## src/rtl/pokey_bus_arbiter.sv

```systemverilog
// Shares one POKEY register bus between a host port and a write-only player FIFO.
// Define POKEY_ARB_STARVE_EN to give the FIFO one slot after three host grants made while it waits.
module pokey_bus_arbiter #(
  parameter int FIFO_DEPTH = 8
) (
  input  logic                          clk,
  input  logic                          reset,
  input  logic                          en,
  input  logic                          h_req,
  input  logic                          h_rw,
  input  logic [3:0]                    h_addr,
  input  logic [7:0]                    h_wdata,
  output logic                          h_gnt,
  output logic                          h_done,
  output logic [7:0]                    h_rdata,
  input  logic                          p_valid,
  input  logic [3:0]                    p_addr,
  input  logic [7:0]                    p_data,
  output logic                          p_ready,
  output logic [1:0]                    pk_cs,
  output logic                          pk_rw,
  output logic [3:0]                    pk_a,
  output logic [7:0]                    pk_dout,
  input  logic [7:0]                    pk_din,
  output logic [$clog2(FIFO_DEPTH):0]   fifo_level,
  output logic                          busy
);

  localparam int AW = $clog2(FIFO_DEPTH);
  localparam int LW = AW + 1;
  localparam logic [LW-1:0] DEPTH_L = LW'(FIFO_DEPTH);
  localparam logic [LW-1:0] LVL_ONE = LW'(1);
  localparam logic [AW-1:0] PTR_ONE = AW'(1);

  typedef enum logic [1:0] {
    ST_IDLE   = 2'd0,
    ST_ADDR   = 2'd1,
    ST_ACCESS = 2'd2
  } state_t;

  state_t          r_state;
  state_t          w_state_nxt;
  logic            r_own_host;
  logic            r_rw;
  logic [3:0]      r_addr;
  logic [7:0]      r_data;
  logic            r_h_gnt;
  logic            r_h_done;
  logic [7:0]      r_h_rdata;
  logic [1:0]      r_pk_cs;
  logic            r_pk_rw;
  logic [3:0]      r_pk_a;
  logic [7:0]      r_pk_dout;
  logic            r_busy;

  logic [11:0]     r_mem [FIFO_DEPTH];
  logic [AW-1:0]   r_wptr;
  logic [AW-1:0]   r_rptr;
  logic [LW-1:0]   r_level;
  logic            r_p_ready;

  logic            w_grant_host;
  logic            w_grant_player;
  logic            w_host_ok;
  logic            w_done;
  logic            w_pop;
  logic            w_push;
  logic            w_fifo_nempty;
  logic [11:0]     w_head;
  logic [LW-1:0]   w_level_nxt;
  logic            w_own_host_nxt;
  logic            w_rw_nxt;
  logic [3:0]      w_addr_nxt;
  logic [7:0]      w_data_nxt;
  logic            w_active_nxt;
  logic [7:0]      w_rdata_nxt;

  assign w_fifo_nempty = (r_level != {LW{1'b0}});
  assign w_head        = r_mem[r_rptr];
  assign w_push        = p_valid & r_p_ready;

`ifdef POKEY_ARB_STARVE_EN
  logic [1:0] r_starve;

  assign w_host_ok = h_req & ~((r_starve == 2'd3) & w_fifo_nempty);

  // Counts host wins while the FIFO is waiting; never exceeds 3 because 3 forces a player grant.
  always_ff @(posedge clk) begin
    if (reset) begin
      r_starve <= 2'd0;
    end else if (w_grant_host && w_fifo_nempty) begin
      r_starve <= r_starve + 2'd1;
    end else if (w_grant_player || (en && !w_fifo_nempty)) begin
      r_starve <= 2'd0;
    end else begin
      r_starve <= r_starve;
    end
  end
`else
  assign w_host_ok = h_req;
`endif

  // Arbitration and state sequencing; nothing advances without an en strobe.
  always_comb begin
    w_state_nxt    = r_state;
    w_grant_host   = 1'b0;
    w_grant_player = 1'b0;
    w_done         = 1'b0;
    w_pop          = 1'b0;
    if (en) begin
      case (r_state)
        ST_IDLE: begin
          if (w_host_ok) begin
            w_grant_host = 1'b1;
            w_state_nxt  = ST_ADDR;
          end else if (w_fifo_nempty) begin
            w_grant_player = 1'b1;
            w_state_nxt    = ST_ADDR;
          end else begin
            w_state_nxt = ST_IDLE;
          end
        end
        ST_ADDR:   w_state_nxt = ST_ACCESS;
        ST_ACCESS: begin
          w_state_nxt = ST_IDLE;
          if (r_own_host) begin
            w_done = 1'b1;
          end else begin
            w_pop = 1'b1;
          end
        end
        default:   w_state_nxt = ST_IDLE;
      endcase
    end else begin
      w_state_nxt = r_state;
    end
  end

  // Next values for the latched request and for the registered bus/host outputs.
  always_comb begin
    w_own_host_nxt = r_own_host;
    w_rw_nxt       = r_rw;
    w_addr_nxt     = r_addr;
    w_data_nxt     = r_data;
    if (w_grant_host) begin
      w_own_host_nxt = 1'b1;
      w_rw_nxt       = h_rw;
      w_addr_nxt     = h_addr;
      w_data_nxt     = h_wdata;
    end else if (w_grant_player) begin
      w_own_host_nxt = 1'b0;
      w_rw_nxt       = 1'b0;
      w_addr_nxt     = w_head[11:8];
      w_data_nxt     = w_head[7:0];
    end else begin
      w_own_host_nxt = r_own_host;
    end
    w_active_nxt = (w_state_nxt != ST_IDLE);
    if (w_done && r_rw) begin
      w_rdata_nxt = pk_din;
    end else begin
      w_rdata_nxt = r_h_rdata;
    end
  end

  // Control and output registers; reset mid-access drops the cycle silently.
  always_ff @(posedge clk) begin
    if (reset) begin
      r_state    <= ST_IDLE;
      r_own_host <= 1'b0;
      r_rw       <= 1'b1;
      r_addr     <= 4'h0;
      r_data     <= 8'h00;
      r_h_gnt    <= 1'b0;
      r_h_done   <= 1'b0;
      r_h_rdata  <= 8'h00;
      r_pk_cs    <= 2'b10;
      r_pk_rw    <= 1'b1;
      r_pk_a     <= 4'h0;
      r_pk_dout  <= 8'h00;
      r_busy     <= 1'b0;
    end else begin
      r_state    <= w_state_nxt;
      r_own_host <= w_own_host_nxt;
      r_rw       <= w_rw_nxt;
      r_addr     <= w_addr_nxt;
      r_data     <= w_data_nxt;
      r_h_gnt    <= w_active_nxt & w_own_host_nxt;
      r_h_done   <= w_done;
      r_h_rdata  <= w_rdata_nxt;
      r_pk_cs    <= (w_state_nxt == ST_ACCESS) ? 2'b01 : 2'b10;
      r_pk_rw    <= w_active_nxt ? w_rw_nxt : 1'b1;
      r_pk_a     <= w_active_nxt ? w_addr_nxt : 4'h0;
      r_pk_dout  <= w_active_nxt ? w_data_nxt : 8'h00;
      r_busy     <= w_active_nxt;
    end
  end

  // A push while full is refused even if the same clock pops.
  always_comb begin
    w_level_nxt = r_level;
    case ({w_push, w_pop})
      2'b10:   w_level_nxt = r_level + LVL_ONE;
      2'b01:   w_level_nxt = r_level - LVL_ONE;
      default: w_level_nxt = r_level;
    endcase
  end

  // FIFO pointers and occupancy; pushes proceed regardless of en.
  always_ff @(posedge clk) begin
    if (reset) begin
      r_wptr    <= {AW{1'b0}};
      r_rptr    <= {AW{1'b0}};
      r_level   <= {LW{1'b0}};
      r_p_ready <= 1'b1;
    end else begin
      r_wptr    <= w_push ? (r_wptr + PTR_ONE) : r_wptr;
      r_rptr    <= w_pop ? (r_rptr + PTR_ONE) : r_rptr;
      r_level   <= w_level_nxt;
      r_p_ready <= (w_level_nxt < DEPTH_L);
    end
  end

  // FIFO storage; contents are don't-care until written, so no reset.
  always_ff @(posedge clk) begin
    if (w_push) begin
      r_mem[r_wptr] <= {p_addr, p_data};
    end
  end

  assign h_gnt      = r_h_gnt;
  assign h_done     = r_h_done;
  assign h_rdata    = r_h_rdata;
  assign p_ready    = r_p_ready;
  assign pk_cs      = r_pk_cs;
  assign pk_rw      = r_pk_rw;
  assign pk_a       = r_pk_a;
  assign pk_dout    = r_pk_dout;
  assign fifo_level = r_level;
  assign busy       = r_busy;

endmodule

```

## config.mk

```make
export PLATFORM = sky130hd
export DESIGN_NAME = pokey_bus_arbiter
export DESIGN_NICKNAME = d
export VERILOG_FILES = /design/src/rtl/pokey_bus_arbiter.sv
export SDC_FILE = /design/constraint.sdc
export NUM_CORES = 1
export LEC_CHECK = 0
export CORE_ASPECT_RATIO = 0.7
export CORE_MARGIN = 1
export CORE_UTILIZATION = 55
export DETAILED_ROUTE_END_ITERATION = 12
export PLACE_DENSITY = 0.8
export SLEW_MARGIN = 15
export SYNTH_ARGS = -nofsm -noshare
export SYNTH_HDL_FRONTEND = slang
export SYNTH_SLANG_ARGS = --single-unit
```

## constraint.sdc

```tcl
create_clock -name clk -period 5 [get_ports clk]
set_clock_uncertainty 0.1 [all_clocks]
set_input_delay 1.5 -clock clk [delete_from_list [all_inputs] [get_ports clk]]
set_output_delay 1.5 -clock clk [all_outputs]
set_load 0.03 [all_outputs]
```

# == Yosys cells after proc, flatten, opt, wreduce, memory -nomap -nowiden ==
# Memories as Yosys holds them, arrays and structs flattened. A register that Yosys moved wholly into a read port is not among the register bits.
# Cells that the tools add are included.
# totals
regBits,53
mem_bits_rw,96
input_bits,38
out_inout_bits,31
wordCells,67
mem_count,1
# classes
addsub,4
n_lt_le_gt_ge,1
n_eq_ne,5
muxes,31
bitwise_logic,3
reduce_logical,5
# memory_table
memory,depth,width,rd,rd_ports_with_merged_regs,wr,line,text
r_mem,8,12,1,1,1,56,logic [11:0] r_mem [FIFO_DEPTH];
# ops
operator,count
1-bit two-way mux,21
8-bit two-way mux,2
4-bit two-way mux,2
4-bit case mux with 2 select lines,1
"3-bit by 1-bit adder with 3-bit output, second input constant",2
"2-bit == test, second input constant",3
3-bit two-way mux,2
"4-bit by 1-bit adder with 4-bit output, second input constant",1
"2-bit by 1-bit == test with 1-bit output, second input constant",2
"4-bit < comparator, second input constant",1
2-bit two-way mux,2
2-bit case mux with 2 select lines,1
4-bit nonzero test,1
"4-bit by 1-bit subtractor with 4-bit output, second input constant",1
1-bit bitwise AND,2
2-bit logical NOT,1
2-bit nonzero test,1
2-bit OR reduction,1
1-bit logical AND,1
1-bit NOT,1

# == Depth between registers and ports, before layout ==
# Gate-level depths: netlist of the first run.
# logic_depth
depth_word,8
ltp_mapped,9

# == Worst setup path after synthesis of the first run ==
# No wires, ideal clock.
# synth_timing
path_kind,input-to-reg
startpoint,in en
endpoint,reg (tool-made name)
setup_ns,0.121
arrival_ns,3.228
required_time_ns,4.779
setup_slack_ns,1.552
stages,7
path_cell_list,and4bb_2 -> buf_2 -> and2_1 -> ha_1 -> a31o_2 -> a211oi_2 -> mux2_2
# synth_lines
element,line,text
from (decl),8,"input logic en,"

==> run metrics, run 1 <==
initial core utilization=0.5755; max_cap viols=0; Final Critical Period=3.693 ns; Clock Path Buffers=2; pin count of the biggest net entering global routing=29; Routed WL=11550 um; # DRC=0; Post-Syn Area=5682 sq um; row count=30; Peak VDD IR=0.2782 mV; global placer's final weighted congestion=0.7953; LEAKAGE=2.502 nW; hold_buf cts=0; die area=10750 sq um; clock-pin slew of the registers on the worst-case setup and hold paths=0.06 ns; layout cell share with drive strength beyond 1=0.1885; DRT iter0 DRCs=336; first-pass GRT wire length=18080 um; Slew Viols, Final=0; Pre-antenna DRT Iters=5; Avg WL per Cell=19.94 um; final layout net count=481; TritonCTS buffer count=17; IO Pins=69; Final Core Density=0.7205; clock latency at the later pin of the worst-skew pair=0.42 ns; RSZ-0062 raised after global routing=false; vias in the first global route=3481; commonest non-fill, non-tap cell in the layout=edfxtp_1; Post-Place Worst Slack=0.9130 ns; DP HPWL=7376 um; Die W=123.5 um; setup tns final=0 ns; hold path start=h_rdata[3]; worst min-delay path category=flip-flop to flip-flop; commonest cells after routing, fill and taps aside=edfxtp_1 (96), clkdlybuf4s50_1 (68), dfxtp_1 (56); Critical Path, Cell by Cell=clkdlybuf4s50_1 > and4bb_2 > and2_1 > ha_1 > a31o_2 > a211oi_2 > mux2_2; core area=9872 sq um; Final Non-Filler Cells=579; status=finished, final reports clean; postcts setup bufs=0; CP Launch Type=input port; synthesis warning total=0; clk root buf=clkbuf_16; Req. time, crit path=5.20 ns; post-synthesis cell count=355; R2R setup slack=2.53 ns; #FFs+latches synth=152; GRT Total Usage=0.2403; Antenna Nets Post-Route=0; hold path depth=2; register area share after synthesis=0.7047; via count=3271; initial antenna violation count=0; Final period util=0.7386; RR Endpoint=pk_a[3]; area grow syn2layout=25.19%; vias per inst=5.649; syn nets=398; top post-synthesis cells by area=edfxtp_1 (51%), dfxtp_1 (20%), mux4_2 (9.5%); clock sink total=152; Yosys top cell by area=edfxtp_1; FILL cells=639; ANT cells=0; crit-path max FO=7; Final Setup Violations=0; CP bufs+invs=1; crit path kind=input port to flip-flop; pwr dens=396.3 nW/um^2; CP Capture Type=flip-flop; Max Freq=0.2708 GHz; CP delay by family, top=simple AND/OR/NAND/NOR gates; slowest CP cell=clkdlybuf4s50_1; Hold Path End=h_rdata[3]; Worst Path Arrival=3.90 ns; Post-synth EDFFs=96; Slew Limit Headroom=0.3813; H-tree depth=4; R2R Path Start=fifo_level[0]; count of different cell masters after synthesis=38; Reg2Reg Depth=4; async set-reset flop share out of synthesis=0; Worst Slack Setup Final=1.307 ns; Die Y=87.04 um; WHS=0.3940 ns; # resized after CTS=0; Mean Syn Cell Area=16.00 sq um; slowest stage delay, CP=0.57 ns; Post-Place Cells=547; top_reg_cell synth=edfxtp_1; share of the synthesized area in the top cell type=0.5074; Slew @ Worst Pin=0.9252 ns; Final Hold Vio Count=0; CTS tree=done; port bufs=68; total grt overflow=0
==> through the flow <==
stage                     instance area, sq um  power [W]
after CTS                                 7113   0.002833
after global placement                    6538   0.001600
after global routing                      7113   0.002907
after detailed placement                  6538   0.001608
after floorplan                           5682   0.001515
final                                     7113   0.002819
==> power breakdown <==
| part | switching (W) | internal, W | total, W |
|---|---|---|---|
| Combinational | 0.000104 | 0.0000868 | 0.000191 |
| Clock | 0.000491 | 0.000744 | 0.00123 |
| Sequential | 0.0000195 | 0.00137 | 0.00139 |
==> worst max-delay path by stage <==
stage / from / end / slack (ns) / depth (start not counted)
after CTS: en / flip-flop / 1.34 / 7
after global placement: en / flip-flop / 0.98 / 7
final: en / flip-flop / 1.31 / 7
after detailed placement: en / flip-flop / 0.91 / 7
after floorplan: en / flip-flop / 1.55 / 7
after global routing: en / flip-flop / 1.23 / 7
==> sequential cells by signal (all words and copies together) (netlist names), 2 cells and up, named ones only <==
| signal | count |
|---|---|
| h_rdata | 8 |
| pk_cs | 2 |
| fifo_level | 3 |
| pk_a | 4 |
| r_state | 2 |
| r_addr | 4 |
| pk_dout | 8 |
| r_wptr | 3 |
| r_data | 8 |
| r_rptr | 3 |
| r_mem | 96 |
==> kinds of logic (layout without fill, tap and decap cells) <==
group,Yosys count,count (layout),share of synthesized area
flops,152,152,0.7047
mux,49,49,0.1420
buf+inv,19,115,0.01519
compound gates,53,53,0.05726
simple gates,71,71,0.06056
fa+ha+maj,5,5,0.01101
xor+xnor,6,6,0.009249
==> Yosys cell counts (3+ instances only) <==
master,count
o21ai_0,27
nor2_1,27
mux4_2,24
buf_2,6
edfxtp_1,96
xor2_1,4
nand3_1,3
nand2_1,18
dfxtp_1,56
nand2b_1,6
mux2i_1,12
or2_2,3
inv_1,3
clkbuf_1,6
a22oi_1,12
ha_1,5
nor2b_1,4
mux2_2,13
a21oi_1,7
==> area by class of cell <==
| type | instances | area [sq um] | share of cell area |
|---|---|---|---|
| Inverter | 3 | 11.26 | 0.001583 |
| Clock inverter | 10 | 88.84 | 0.01249 |
| Tap cell | 128 | 160.2 | 0.02252 |
| Multi-Input combinational cell | 184 | 1592 | 0.2237 |
| Timing Repair Buffer | 80 | 770.7 | 0.1084 |
| Clock buffer | 22 | 486.7 | 0.06843 |
| Sequential cell | 152 | 4004 | 0.5629 |
==> worst reg2reg max path, delay by kind of cell (launching register included) <==
kind               cells  cell delay, ns
and+or+nand+nor        1            0.59
AOI/OAI and AO/OA      3            1.23
DFF                    1            0.38
==> per-layer routing <==
layer  global-route usage  share of wire  routed length [um]
met4              0.08981          0.020                 234
met3              0.07592          0.064                 738
met5                    0              0                   0
met2               0.3707           0.48                5508
met1               0.3221           0.44                5065
No activity file was read; power rests on OpenSTA's default activity.
==> run 2, diff against run 1 <==
--- a/config.mk
+++ b/config.mk
@@ -7,9 +7,9 @@
 export LEC_CHECK = 0
 export CORE_ASPECT_RATIO = 0.7
 export CORE_MARGIN = 1
-export CORE_UTILIZATION = 55
+export CORE_UTILIZATION = 50
 export DETAILED_ROUTE_END_ITERATION = 12
-export PLACE_DENSITY = 0.8
+export PLACE_DENSITY = 0.77
 export SLEW_MARGIN = 15
 export SYNTH_ARGS = -nofsm -noshare
 export SYNTH_HDL_FRONTEND = slang
==> constraint.sdc (replaced) <==
create_clock -name clk -period 3.3 [get_ports clk]
set_clock_uncertainty 0.1 [all_clocks]
set_input_delay 0.99 -clock clk [delete_from_list [all_inputs] [get_ports clk]]
set_output_delay 0.99 -clock clk [all_outputs]
set_load 0.03 [all_outputs]
==> run metrics, run 2 (same netlist as run 1, synthesis figures left out) <==
initial antenna violation count=0 (unchanged); first-pass GRT wire length=17170 um (-5.1%); clock sink total=152 (unchanged); final layout net count=493 (+2.5%); fin area=7244 sq um (+1.8%); Critical Path, Cell by Cell=clkdlybuf4s50_1 > and4bb_2 > and2_1 > ha_1 > o211a_1 > a311oi_1 > a211oi_2 > mux2_2; Routed WL=10940 um (-5.3%); met1 WL=4993 um (-1.4%); clock-pin slew of the registers on the worst-case setup and hold paths=0.06 ns (about the same); Reg with most FFs=r_mem; pwr dens=590.2 nW/um^2 (+49%); Clock Path Buffers=2 (unchanged); clock latency at the later pin of the worst-skew pair=0.42 ns (about the same); CP Capture Type=flip-flop; layout cell share with drive strength beyond 1=0.2117 (+0.02319); R2R setup slack=0.98 ns (-1.55 ns); slowest stage delay, CP=0.44 ns (-0.13 ns); postcts setup bufs=0 (unchanged); Slew @ Worst Pin=0.6967 ns (-0.2285 ns); IO Pins=69 (unchanged); commonest cells after routing, fill and taps aside=edfxtp_1 (96), clkdlybuf4s50_1 (68), dfxtp_1 (56); area grow syn2layout=27.50%; status=finished, final reports clean; vias in the first global route=3319 (-4.7%); clk root buf=clkbuf_16; max_cap viols=0 (unchanged); sequential share of power=0.493 (about the same); worst min-delay path category=flip-flop to flip-flop; CP bufs+invs=1 (unchanged); Final Critical Period=2.933 ns; Req. time, crit path=3.50 ns (-1.70 ns); Switching Fraction=0.2076 (-0.01047); commonest non-fill, non-tap cell in the layout=edfxtp_1; hold_buf cts=0 (unchanged); global placer's final weighted congestion=0.8593 (+8.0%); Slew Limit Headroom=0.5349 (+0.1536); slowest CP cell=clkdlybuf4s50_1; row count=32 (+6.7%); max layer used=met4; RSZ-0062 raised after global routing=false; area occupied by multi-input gates=1592 sq um (unchanged); Avg WL per Cell=17.76 um (-11%); vias per inst=5.390 (-4.6%); pin count of the biggest net entering global routing=26 (-10%); Peak VDD IR=0.4042 mV (+45%); Final Setup Violations=0 (unchanged); crit path kind=input port to flip-flop; R2R Path Start=r_state[0]; core area=11050 sq um (+12%); Gate power share=0.069 (about the same); Antenna Nets Post-Route=0 (unchanged); Final Non-Filler Cells=616 (+6.4%); crit-path max FO=4 (-3); Critical Path Stages=8 (+1); Final period util=0.8887; initial core utilization=0.5142 (-0.06139); Die Y=91.19 um (+4.8%); Die W=129.4 um (+4.8%); Reg2Reg Depth=7 (+3); Worst Path Arrival=3.14 ns (-0.76 ns); Crit. Startpoint=en; # DRC=0 (unchanged); FILL cells=762 (+19%); via count=3320 (+1.5%); Post-Place Cells=584 (+6.8%); die area=11800 sq um (+9.8%); ANT cells=0 (unchanged); Max Freq=0.3410 GHz; LEAKAGE=2.574 nW (+2.9%); max FFs per register=96 (unchanged); CP delay by family, top=compound AO/OA/AOI/OAI gates; GRT Total Usage=0.2032 (-0.03707); DP HPWL=7038 um (-4.6%); routed wl met3=728 um (-1.4%); placed cell area=6659 sq um (+1.9%); CTS tree=done; Net Switching=0.0008876 W (+44%); clock power share=0.437 (about the same); H-tree depth=4 (unchanged); WHS=0.4018 ns (+0.007824 ns); P_int=0.003388 W (+54%); Reg area=4004 sq um (unchanged); total grt overflow=0 (unchanged); Pre-antenna DRT Iters=5 (unchanged); port bufs=68 (unchanged); CP Launch Type=input port; Slew Viols, Final=0 (unchanged); met2 WL=5139 um (-6.7%); TritonCTS buffer count=17 (unchanged); # resized after CTS=0 (unchanged); Final Hold Vio Count=0 (unchanged); DRT iter0 DRCs=256 (-24%)
## run 2: changes by cell type in the layout (fill, tap and decap cells not counted), sizes merged
cell,previous run,this run
buf,12,24
clkbuf,22,25
clkinv,4,5
clkinvlp,1,0
inv,7,4
## run 2: power groups by stage
| stage | clock network [W] | logic (W) | registers [W] |
|---|---|---|---|
| 2_1_floorplan | 0 | 0.000119 | 0.00218 |
| 3_3_place_gp | 0 | 0.000287 | 0.00214 |
| 3_5_place_dp | 0 | 0.000293 | 0.00215 |
| 4_1_cts | 0.00190 | 0.000297 | 0.00211 |
| 5_1_grt | 0.00199 | 0.000321 | 0.00211 |
| 6_report | 0.00187 | 0.000297 | 0.00211 |
## run 2: worst reg2reg max path, cell delays in order (launching register included)
cell,delay [ns]
dfxtp_1,0.40
and4bb_2,0.27
and2_1,0.18
ha_1,0.33
o211a_1,0.17
a311oi_1,0.38
a211oi_2,0.10
mux2_2,0.28
## run 2: area by class of cell
class / count / area share
sequential: 152 / 0.5527
timing repair buffer: 92 / 0.1188
clock inverter: 7 / 0.008981
tap: 153 / 0.02642
inverter: 3 / 0.001554
clock buffer: 25 / 0.07185
multi-input combinational: 184 / 0.2197
## run 2: per-layer routing
metal	up-vias	global-route usage
met2	127	0.3136
li1	1543	-
met3	10	0.08073
met4	0	0.06492
met5	-	0
met1	1640	0.2632
## run 2: worst min path at each step
stage,from,endpoint,cells past startpoint
final,h_rdata[5],h_rdata[5],2
after detailed placement,h_rdata[1],h_rdata[1],2
after global placement,h_rdata[6],h_rdata[6],2
after global routing,h_rdata[0],h_rdata[0],2
after floorplan,r_wptr[0],r_wptr[0],2
after CTS,h_rdata[5],h_rdata[5],2
## run 2: stage by stage
stage / util / setup TNS [ns] / power [W] / worst slack (ns)
2_1_floorplan: - / 0 / 0.002295 / 0.3616
3_3_place_gp: 0.6026 / 0 / 0.002430 / 0.009373
5_1_grt: 0.6556 / 0 / 0.004423 / 0.3298
6_report: 0.6556 / 0 / 0.004276 / 0.3673
4_1_cts: 0.6556 / 0 / 0.004301 / 0.4080
3_5_place_dp: 0.6026 / -0.03054 / 0.002441 / -0.02819
